### src/rtl/multicycle_controller.sv
// multicycle_controller: multicycle CPU control FSM with memory wait timeout and retire counter
module multicycle_controller #(
   parameter int WAIT_LIMIT = 15
) (
   input  logic        clock,
   input  logic        reset,
   input  logic [10:0] instruction,
   input  logic        zero,
   input  logic        memReady,
   output logic        pcWrite,
   output logic        irWrite,
   output logic        memRead,
   output logic        memWrite,
   output logic        regWriteFlag,
   output logic        memToReg,
   output logic        aluSRC,
   output logic        reg2Loc,
   output logic        pcSrc,
   output logic        unconditionalBranch,
   output logic [1:0]  aluOP,
   output logic [2:0]  state,
   output logic        fault,
   output logic [15:0] retired
);
   localparam logic [2:0] FETCH = 3'd0, DECODE = 3'd1, EXECUTE = 3'd2, MEMORY = 3'd3,
                          WRITEBACK = 3'd4, FAULT = 3'd7;
   localparam int WW = $clog2(WAIT_LIMIT + 1) > 0 ? $clog2(WAIT_LIMIT + 1) : 1;
   localparam logic [WW-1:0] LIMIT = WW'(WAIT_LIMIT);
   localparam int R = 4, LD = 3, ST = 2, CB = 1, BR = 0;

   logic [2:0]    next;
   logic [10:0]   opcode;
   logic [WW-1:0] wait_cnt;
   logic [4:0]    k, nk;
   logic          timeout, go;

   // one-hot instruction class: {R-type, LDUR, STUR, CBZ, B}; all zero means illegal
   function automatic logic [4:0] kind(input logic [10:0] i);
      kind = {i == 11'b10001011000 || i == 11'b11001011000 || i == 11'b10001010000 ||
              i == 11'b10101010000, i == 11'b11111000010, i == 11'b11111000000,
              i[10:3] == 8'b10110100, i[10:5] == 6'b000101};
   endfunction

   assign k = kind(opcode);
   assign nk = kind(instruction);
   assign timeout = !memReady && wait_cnt == LIMIT;
   assign go = memReady && !reset;
   assign fault = state == FAULT && !reset;

   // reset forces FETCH-shaped outputs even while the state register still holds the old code
   always_comb begin
      next = FAULT;
      pcWrite = 1'b0;
      irWrite = 1'b0;
      memRead = 1'b0;
      memWrite = 1'b0;
      regWriteFlag = 1'b0;
      memToReg = 1'b0;
      aluSRC = 1'b0;
      reg2Loc = 1'b0;
      pcSrc = 1'b0;
      unconditionalBranch = 1'b0;
      aluOP = 2'b00;
      case (reset ? FETCH : state)
         FETCH: begin
            memRead = 1'b1;
            irWrite = go;
            pcWrite = go;
            next = memReady ? DECODE : timeout ? FAULT : FETCH;
         end
         DECODE: next = |nk ? EXECUTE : FAULT;
         EXECUTE: begin
            aluSRC = k[LD] | k[ST];
            reg2Loc = k[ST] | k[CB];
            aluOP = k[R] ? 2'b10 : k[CB] ? 2'b01 : 2'b00;
            pcWrite = k[BR] | (k[CB] & zero);
            pcSrc = k[BR] | (k[CB] & zero);
            unconditionalBranch = k[BR];
            next = k[R] ? WRITEBACK : (k[LD] | k[ST]) ? MEMORY : (k[CB] | k[BR]) ? FETCH : FAULT;
         end
         MEMORY: begin
            memRead = k[LD];
            memWrite = k[ST];
            reg2Loc = k[ST];
            next = !(k[LD] | k[ST]) ? FAULT : memReady ? (k[LD] ? WRITEBACK : FETCH) :
                   timeout ? FAULT : MEMORY;
         end
         WRITEBACK: begin
            regWriteFlag = 1'b1;
            memToReg = k[LD];
            next = FETCH;
         end
         default: next = FAULT;
      endcase
   end

   always_ff @(posedge clock) begin
      if (reset) begin
         state <= FETCH;
         opcode <= '0;
         wait_cnt <= '0;
         retired <= '0;
      end else begin
         state <= next;
         if (state == DECODE) opcode <= instruction;
         wait_cnt <= (next == state && (state == FETCH || state == MEMORY)) ? wait_cnt + WW'(1) : '0;
         if (next == FETCH && (state == EXECUTE || state == MEMORY || state == WRITEBACK))
            retired <= retired + 16'd1;
      end
   end
endmodule

### config.mk
export PLATFORM = sky130hd
export DESIGN_NAME = multicycle_controller
export DESIGN_NICKNAME = d
export VERILOG_FILES = /design/src/rtl/multicycle_controller.sv
export SDC_FILE = /design/constraint.sdc
export NUM_CORES = 1
export LEC_CHECK = 0
export CAP_MARGIN = 0
export CORE_UTILIZATION = 49
export DETAILED_ROUTE_END_ITERATION = 8
export PLACE_DENSITY_LB_ADDON = 0.12
export SYNTH_ARGS = -nofsm -noshare
export SYNTH_HDL_FRONTEND = slang
export SYNTH_SLANG_ARGS = --single-unit
### constraint.sdc
create_clock -name clock -period 2.5 [get_ports clock]
set_input_delay 0.625 -clock clock [delete_from_list [all_inputs] [get_ports clock]]
set_output_delay 0.625 -clock clock [all_outputs]
set_load 0.01 [all_outputs]
# Yosys cells after proc, flatten, opt, wreduce, memory -nomap -nowiden

Index checks and enable logic that the tools add are counted.

Input bits: 15
Output and inout bits: 32
Word-level logic and storage cells: 85
Register bits after elaboration: 34

Equal/unequal tests: 27
Add/sub/neg operators: 2
Muxes and demuxes: 25
Reductions and logical operators: 21
Bitwise gates (word level): 6

Operators with widths:

| cell                                                             | count |
|---|---|
| 11-bit == test (second input constant)                           | 12 |
| 3-bit 2-to-1 mux                                                 | 11 |
| 16-bit by 1-bit adder with 16-bit output (second input constant) | 1 |
| 8-bit == test (second input constant)                            | 2 |
| 3-bit case mux with 5 select lines                               | 1 |
| 3-bit by 2-bit == test with 1-bit output (second input constant) | 4 |
| 6-bit by 3-bit == test with 1-bit output (second input constant) | 2 |
| 3-bit == test (second input constant)                            | 3 |
| 3-bit logical NOT                                                | 3 |
| 1-bit logical OR                                                 | 9 |
| 1-bit 2-to-1 mux                                                 | 8 |
| 3-bit by 1-bit == test with 1-bit output (second input constant) | 2 |
| 1-bit case mux with 2 select lines                               | 3 |
| 1-bit logical AND                                                | 5 |
| 5-bit OR reduction                                               | 1 |
| 4-bit by 1-bit adder with 4-bit output (second input constant)   | 1 |
| 4-bit == test (second input constant)                            | 1 |
| 2-bit 2-to-1 mux                                                 | 2 |
| 1-bit bitwise OR                                                 | 4 |
| 3-bit == test                                                    | 1 |
| 1-bit logical NOT                                                | 2 |
| 2-bit OR reduction                                               | 1 |
| 1-bit bitwise AND                                                | 1 |
| 1-bit inverter                                                   | 1 |

# Depth between registers and ports, before layout

Gate-level depths: netlist (run 1).

Word-level depth: 11
Mapped depth: 10
Depth with buffers taken out: 7

# Worst setup path before layout (run 1)

OpenSTA, ideal clock, no wires.

Kind: input port to output port
Start point: in reset
End point: out pcWrite
Slack: 162 ps
Stages: 5
Required time: 1875 ps
Data arrival time: 1713 ps
Path through: clkbuf_1 nor4_1 nand2_1 nor2_1 or2_2

Longest elaborated chain between the ends: 3
Elaborated cells between the ends (all ways): 6
Those cells by class: eq/ne: 1; mux: 2; reduce/logical: 3

RTL lines:

| element                                                                | line   | source |
|---|---|---|
| start: declaration                                                     | 6      | `input logic reset,` |
| 3-bit 2-to-1 mux or 1-bit logical NOT (tied branches)                  | 64, 47 |  |
| 3-bit by 2-bit == test with 1-bit output, or another cell as far along | 64     | `case (reset ? FETCH : state)` |
| 1-bit case mux with 2 select lines (*)                                 | 64     |  |
| end: declaration                                                       | 10     | `output logic pcWrite,` |

Mark *: on every way between the ends. The rest lies on a longest branch, timed or not.

# Worst setup path after layout (run 1)

Start point: reg opcode[0]
End point: out memRead

Longest elaborated chain between the ends: 2

RTL lines:

| element                            | line | source |
|---|---|---|
| start: declaration                 | 32   | `logic [10:0] opcode;` |
| start signal: assignment           | 105  | `if (state == DECODE) opcode <= instruction;` |
| 11-bit == test                     | 40   | `i == 11'b10101010000, i == 11'b11111000010, i == 11'b11111000000,` |
| 1-bit case mux with 2 select lines | 64   |  |
| end: declaration                   | 12   | `output logic memRead,` |

No other way between the ends.

==> results of run 1 <==
## final cells by class
type | instances | area share
clock buffer | 7 | 0.03178
timing repair buffer | 76 | 0.2538
tap | 48 | 0.02211
sequential | 34 | 0.2515
inverter | 6 | 0.008291
multi-input combinational | 182 | 0.4307
clock inverter | 1 | 0.001842
## cells in the mapped netlist, types with 2 or more instances
master / instances / area (sq um)
nand4_1: 7 / 43.79
and3_1: 5 / 31.28
dfxtp_1: 34 / 680.7
or3_1: 5 / 31.28
o21ai_0: 8 / 40.04
a31oi_1: 3 / 18.77
nor2_1: 35 / 131.4
inv_1: 6 / 22.52
o22ai_1: 2 / 12.51
mux2i_1: 12 / 120.1
a21oi_1: 21 / 105.1
or2_2: 2 / 12.51
o31ai_1: 11 / 82.58
and4_1: 2 / 17.52
nand2b_1: 2 / 12.51
ha_1: 2 / 25.02
nor4_1: 2 / 12.51
nor3_1: 4 / 20.02
nand3_1: 16 / 80.08
a21o_2: 2 / 17.52
nand2_1: 7 / 26.28
nor4bb_1: 3 / 30.03
clkbuf_1: 9 / 33.78
buf_2: 2 / 10.01
buf_6: 2 / 22.52
or4_1: 11 / 82.58
## flip-flops by register name, summed over array words and instances, names as in the netlist
name	cells
wait_cnt	4
opcode	11
retired	16
state	3
## layer usage
| metal | global-route usage | vias up | routed length [microns] |
|---|---|---|---|
| li1 | - | 1028 | - |
| met1 | 0.3554 | 971 | 2445 |
| met2 | 0.4026 | 56 | 2218 |
| met3 | 0.05282 | 4 | 219 |
| met4 | 0.07778 | 0 | 48 |
| met5 | 0 | - | 0 |
## through the flow
step,total power [mW],util,instances,worst slack (ps),hold slack [ps]
finish,2.178,0.7310,354,11.56,459.2
floorplan,1.296,-,237,161.8,417.5
detailed placement,1.734,0.7024,344,-520.1,447.6
global route,2.329,0.7310,354,-66.17,499.0
CTS,2.164,0.7320,354,5.538,462.7
global placement,1.723,0.7024,344,-505.7,434.2
## worst max-delay path by stage
stage	start	endpoint	slack, ps	cells past startpoint
after detailed placement	reset	pcWrite	-520	7
final	opcode[0]	memRead	10	6
after CTS	opcode[5]	memToReg	6	6
after floorplan	reset	pcWrite	160	5
after global routing	opcode[0]	memRead	-70	6
after global placement	reset	reg2Loc	-510	7
## layout by cell type (no fill, tap or decap), types with 2 or more instances in the layout
cell | Yosys | routed
buf_6 | 2 | 3
nor3_1 | 4 | 4
nand4_1 | 7 | 7
and4_1 | 2 | 2
mux2i_1 | 12 | 12
a21oi_1 | 21 | 21
dfxtp_1 | 34 | 32
clkdlybuf4s50_1 | 0 | 31
nor4bb_1 | 3 | 3
inv_1 | 6 | 6
clkbuf_8 | 0 | 6
nand2b_1 | 2 | 2
ha_1 | 2 | 2
or2_2 | 2 | 2
nand2_1 | 7 | 6
nand3_1 | 16 | 16
buf_12 | 0 | 2
clkbuf_2 | 1 | 3
or3_1 | 5 | 5
o22ai_1 | 2 | 2
or4_1 | 11 | 11
a31oi_1 | 3 | 3
dlygate4sd2_1 | 0 | 9
o21ai_0 | 8 | 8
dfxtp_2 | 0 | 2
nand2_2 | 1 | 2
buf_4 | 0 | 26
nor2_1 | 35 | 33
o31ai_1 | 11 | 11
a21o_2 | 2 | 2
and3_1 | 5 | 5
## report_power, final
| group | switching [mW] | internal (mW) | leakage, nW | total (mW) |
|---|---|---|---|---|
| logic | 0.545 | 0.518 | 0.670 | 1.06 |
| clock network | 0.194 | 0.222 | 0.0482 | 0.416 |
| registers | 0.0733 | 0.626 | 0.277 | 0.699 |
| total | 0.812 | 1.37 | 0.995 | 2.18 |
## critical path: cells and delay by family (launching register included)
family,cells,cell delay (ps)
AND/OR/NAND/NOR,4,1040
buffers and inverters,1,90
AO/OA/AOI/OAI,1,110
flip-flops,1,330
## logic make-up (layout without fill, tap and decap cells)
kind of cell,after synthesis,after routing,synth area share
compound gates,53,53,0.1704
xor+xnor,2,2,0.009104
fa+ha+maj,2,2,0.01300
buf+inv,21,90,0.05071
flops,34,34,0.3537
mux,12,12,0.06242
simple gates,113,113,0.3407
## timing repair
action	in CTS	in global routing
hold buffers	0	0
buffers inserted	2	0
gates resized for setup	31	10
pin swaps	5	4
endpoints found under the setup margin	27	6
==> out/qor.csv, run 1 <==
stage;metric;value;unit
sta;f_max;0.4019;GHz
die;Die W;64.67;microns
min_path;min-delay src;wait_cnt[0];
worst_setup_path;FF-to-FF path depth;8;
logic_synthesis;syn avg cell area;8.120;sq um
global_route;initial antenna violation count;0;
logic_synthesis;#FFs+latches synth;34;
clock_network;CTS H-tree lvls;2;
worst_setup_path;CP max FO;2;
die;die area;0.004182;sq mm
min_path;hold worst-path end;wait_cnt[0];
sta;Max-slew headroom;0.7380;
worst_setup_path;Setup crit end kind;output pin;
worst_setup_path;worst r2r src;state[0];
clock_network;clk sink count;34;
sta;RSZ-0062 raised after global routing;true;
clock_network;TritonCTS buffer count;5;
sta;fin crit share;0.9954;
logic_synthesis;Synth cell types;48;
place;Post-Place Cell Area;0.002610;sq mm
sta;Worst-Margin Slew;387.9;ps
die;I/O pins;47;
run_status;status;finished, final reports clean;
sta;Setup TNS Final;0;ps
logic_synthesis;warning count from the yosys run;0;
logic_synthesis;syn nets;254;
sta;Max Slew Vio Count;0;
sta;final hold violation count;0;
layout;footprint of the multi-input gates;0.001170;sq mm
power_and_ir_drop;pwr dens;801.7;mW/mm^2
logic_synthesis;Synth Flop Type;dfxtp_1;
layout;design area;0.002716;sq mm
drt;via count of the routed design;2059;
job;max-cap violations;0;
global_route;global-route total usage across every layer;0.2578;
power_and_ir_drop;Peak VDD IR;517.4;uV
sta;worst clock skew;8.044;ps
global_route;global-route wire length before repair;8424;microns
layout;Ant. Diodes;0;
worst_setup_path;Critical Path RT;1880;ps
place;gpl congestion;0.8471;
worst_setup_path;CP max stage cell;or3_1;
logic_synthesis;Async SR Flop Fraction;0;
worst_setup_path;CP max stage delay;390;ps
clock_network;CTS tree;built;
min_path;Hold Path Class;flip-flop to flip-flop;
worst_setup_path;Worst EP arrival;1860;ps
place;placed wire-length estimate;3441;microns
clock_network;clk root buf;clkbuf_8;
drt;drc violations;0;
drt;DRT Wirelength;4931;microns
clock_network;clk_lat worst skew;280;ps
drt;antenna-violating nets left;0;
worst_setup_path;internal reg-to-reg setup slack;230;ps
layout;Net count, final;322;
die;core area;0.003716;sq mm
drt;DRT iter0 DRCs;228;
layout;layout cell share with drive strength beyond 1;0.1928;
layout;Reg area;683.2;sq um
drt;routed len/inst;13.93;microns
die;Starting Density;0.5178;
clock_network;Reg clk slew, reported paths;60;ps
logic_synthesis;Mapped Cells;237;
clock_network;CTS max path bufs;2;
global_route;vias in the first global route;1813;
drt;drt pass-1 iters;4;
worst_setup_path;CP cell instances;nor4b_4, nand4_1, or3_1, a21oi_1, or2_2, buf_6;
sta;min cycle time layout;2488;ps
place;IO Port Bufs;46;
logic_synthesis;number of flops mapped to enable cells by yosys;0;
die;row cnt;22;
drt;Via density;5.816;
sta;Setup Viol. Count Final;0;
logic_synthesis;Seq/Total Area, Yosys;0.3537;
global_route;gr ovfl total;0;
layout;Layout fillers;319;
layout;Area Overhead vs Synth;41.16;%
power_and_ir_drop;P_leak;0.9951;nW
worst_setup_path;kind of critical path;flip-flop to output pin;
global_route;largest net degree at the start of global routing;34;
worst_setup_path;reg2reg end;retired[6];
min_path;hold path depth;1;
logic_synthesis;Post-Synthesis Cell Area;0.001924;sq mm
die;DIE HEIGHT;64.67;microns
worst_setup_path;nature of the critical path startpoint;flip-flop;
(Power assumes the default switching activity.)
==> run 2, diff against run 1 <==
--- a/config.mk
+++ b/config.mk
@@ -6,9 +6,10 @@
 export NUM_CORES = 1
 export LEC_CHECK = 0
 export CAP_MARGIN = 0
-export CORE_UTILIZATION = 49
+export CORE_UTILIZATION = 44
 export DETAILED_ROUTE_END_ITERATION = 8
-export PLACE_DENSITY_LB_ADDON = 0.12
+export PLACE_DENSITY = 0.74
+export SKIP_LAST_GASP = 1
 export SYNTH_ARGS = -nofsm -noshare
 export SYNTH_HDL_FRONTEND = slang
 export SYNTH_SLANG_ARGS = --single-unit
==> constraint.sdc (replaced) <==
create_clock -name clock -period 2.05 [get_ports clock]
set_input_delay 0.5125 -clock clock [delete_from_list [all_inputs] [get_ports clock]]
set_output_delay 0.5125 -clock clock [all_outputs]
set_load 0.01 [all_outputs]
==> run 2 against run 1 <==
The flow now finishes with violations (setup timing); register-to-register slack worse by 490 ps; critical path depth stayed put; combinational power is 57% higher; clock skew is 4.8 ps higher; critical endpoint is now pcWrite; largest cell class unchanged; largest power group unchanged.
==> out/qor.csv, run 2 (same netlist as run 1, synthesis figures left out) <==
stage;metric;value;unit;change
min_path;Hold Path Class;flip-flop to flip-flop;;
layout;Net count, final;360;;+12%
die;die area;0.004642;sq mm;+11%
run_status;status;finished with violations;;
place;placed wire-length estimate;3930;microns;+14%
clock_network;clk sink count;34;;unchanged
drt;Via density;5.655;;-2.8%
drt;via count of the routed design;2228;;+8.2%
worst_setup_path;CP cell instances;and4bb_1, buf_4, a21oi_2, nor2_4, or2_2, dlygate4sd2_1;;
power_and_ir_drop;pwr dens;990.5;mW/mm^2;+24%
global_route;vias in the first global route;1956;;+7.9%
clock_network;Reg clk slew, reported paths;70;ps;about the same
sta;Worst-Margin Slew;349.2;ps;-38.64 ps
drt;drt pass-1 iters;4;;unchanged
drt;DRT Wirelength;5880;microns;+19%
place;pre-CTS setup slack;-797.6;ps;-277.4 ps
die;Starting Density;0.4709;;-0.04693
layout;max reg flops;16;;unchanged
clock_network;Hold-fix buffers, CTS;0;;unchanged
sta;worst clock skew;12.85;ps;+4.803 ps
worst_setup_path;kind of critical path;flip-flop to output pin;;
layout;Layout fillers;310;;-2.8%
power_and_ir_drop;P_leak;1.188;nW;+19%
sta;RSZ-0062 raised after global routing;true;;
layout;Ant. Diodes;0;;unchanged
worst_setup_path;Critical Path RT;1540;ps;-340 ps
die;DIE HEIGHT;68.13;microns;+5.4%
place;gpl congestion;0.8880;;+4.8%
layout;Non-Filler Instances;394;;+11%
die;I/O pins;47;;unchanged
layout;footprint of the multi-input gates;0.001259;sq mm;+7.6%
place;Placed Instances;377;;+9.6%
global_route;global-route total usage across every layer;0.2612;;+0.003382
die;core area;0.004086;sq mm;+10%
sta;Final WS setup;-267.7;ps;-279.2 ps
worst_setup_path;critical path's top delay family;simple AND/OR/NAND/NOR gates;;
clock_network;CTS H-tree lvls;2;;unchanged
place;IO Port Bufs;46;;unchanged
worst_setup_path;CP max stage cell;dfxtp_1;;
global_route;initial antenna violation count;0;;unchanged
layout;most frequent cells in the layout;62 x buf_4, 31 x nor2_1, 31 x clkdlybuf4s50_1;;
layout;Largest Register;retired;;
worst_setup_path;Setup crit end kind;output pin;;
power_and_ir_drop;Peak VDD IR;579.9;uV;+12%
sta;Max Slew Vio Count;0;;unchanged
worst_setup_path;Worst Path Buf+Inv;2;;+1
layout;Reg area;688.2;sq um;+0.73%
global_route;global-route wire length before repair;8976;microns;+6.6%
clock_network;clk root buf;clkbuf_8;;
worst_setup_path;CP max FO;4;;+2
die;Die W;68.13;microns;+5.4%
layout;Area Overhead vs Synth;60.79;%;
clock_network;TritonCTS buffer count;5;;unchanged
sta;Setup TNS Final;-4409;ps;-4409 ps
sta;Max-slew headroom;0.7638;;+0.02580
global_route;largest net degree at the start of global routing;29;;-15%
sta;min cycle time layout;2318;ps;
clock_network;CTS max path bufs;2;;unchanged
drt;routed len/inst;14.92;microns;+7.1%
layout;layout cell share with drive strength beyond 1;0.3459;;+0.1531
global_route;gr ovfl total;0;;unchanged
run_status;failing checks;setup timing;;
worst_setup_path;nature of the critical path startpoint;flip-flop;;
sta;f_max;0.4315;GHz;
clock_network;CTS tree;built;;
worst_setup_path;Worst EP arrival;1810;ps;-50 ps
worst_setup_path;CP max stage delay;320;ps;-70 ps
drt;drc violations;0;;unchanged
layout;most common cell after layout, fill and taps aside;buf_4;;
drt;antenna-violating nets left;0;;unchanged
sta;Setup Viol. Count Final;24;;+24
sta;hold_ws;485.5;ps;+26.23 ps
job;max-cap violations;0;;unchanged
drt;DRT iter0 DRCs;234;;+2.6%
die;row cnt;23;;+4.5%
layout;Largest regs;retired: 16 flops, opcode: 11 flops, wait_cnt: 4 flops;;
clock_network;clk_lat worst skew;300;ps;+20 ps
sta;fin crit share;1.131;;
sta;final hold violation count;0;;unchanged
run 2: layer usage:
metal | vias up | wire length [microns] | track usage
li1 | 1104 | - | -
met1 | 1043 | 2651 | 0.3558
met2 | 72 | 2821 | 0.3971
met3 | 9 | 315 | 0.05667
met4 | 0 | 91 | 0.1016
met5 | - | 0 | 0
run 2: repair_timing:
action                                  4_1_cts  5_1_grt
endpoints found under the setup margin       35       33
setup buffers                                 6        2
resized for setup                            68       19
pin swaps                                    12        6
cloned                                        0        1
run 2: where the power goes:
group          leakage [nW]  total (mW)  switching, mW  internal (mW)
clock                0.0472       0.534          0.264          0.270
sequential            0.278       0.866         0.0962          0.770
combinational         0.863        1.66          0.800          0.865
total                  1.19        3.06           1.16           1.90
run 2: cell type report:
| class | instances | area share |
|---|---|---|
| clock buffers | 6 | 0.02669 |
| inverters | 6 | 0.007279 |
| multi-input cells | 182 | 0.4068 |
| well taps | 50 | 0.02022 |
| repair buffers | 114 | 0.3126 |
| flip-flops and latches | 34 | 0.2224 |
| clock inverters | 2 | 0.004044 |
run 2: through the flow:
stage	util	area [sq um]	power, mW
floorplan	-	1931	1.586
finish	0.7572	3094	3.065
detailed placement	0.6947	2839	2.289
CTS	0.7342	3000	2.911
global route	0.7572	3094	3.238
global placement	0.6947	2839	2.256
run 2: path summary, 6_finish.rpt:
kind	start	endpoint	slack (ps)	cells past startpoint
setup / recovery	opcode[4]	pcWrite	-270	6
hold / removal	retired[15]	retired[15]	490	2
setup reg to reg	state[1]	retired[4]	-260	8
hold reg to reg	retired[15]	retired[15]	490	2
run 2: worst min-delay path, stage by stage, from the launching register on:
cell     delay [ps]
dfxtp_1         320
o31ai_1          60
a21oi_1          60
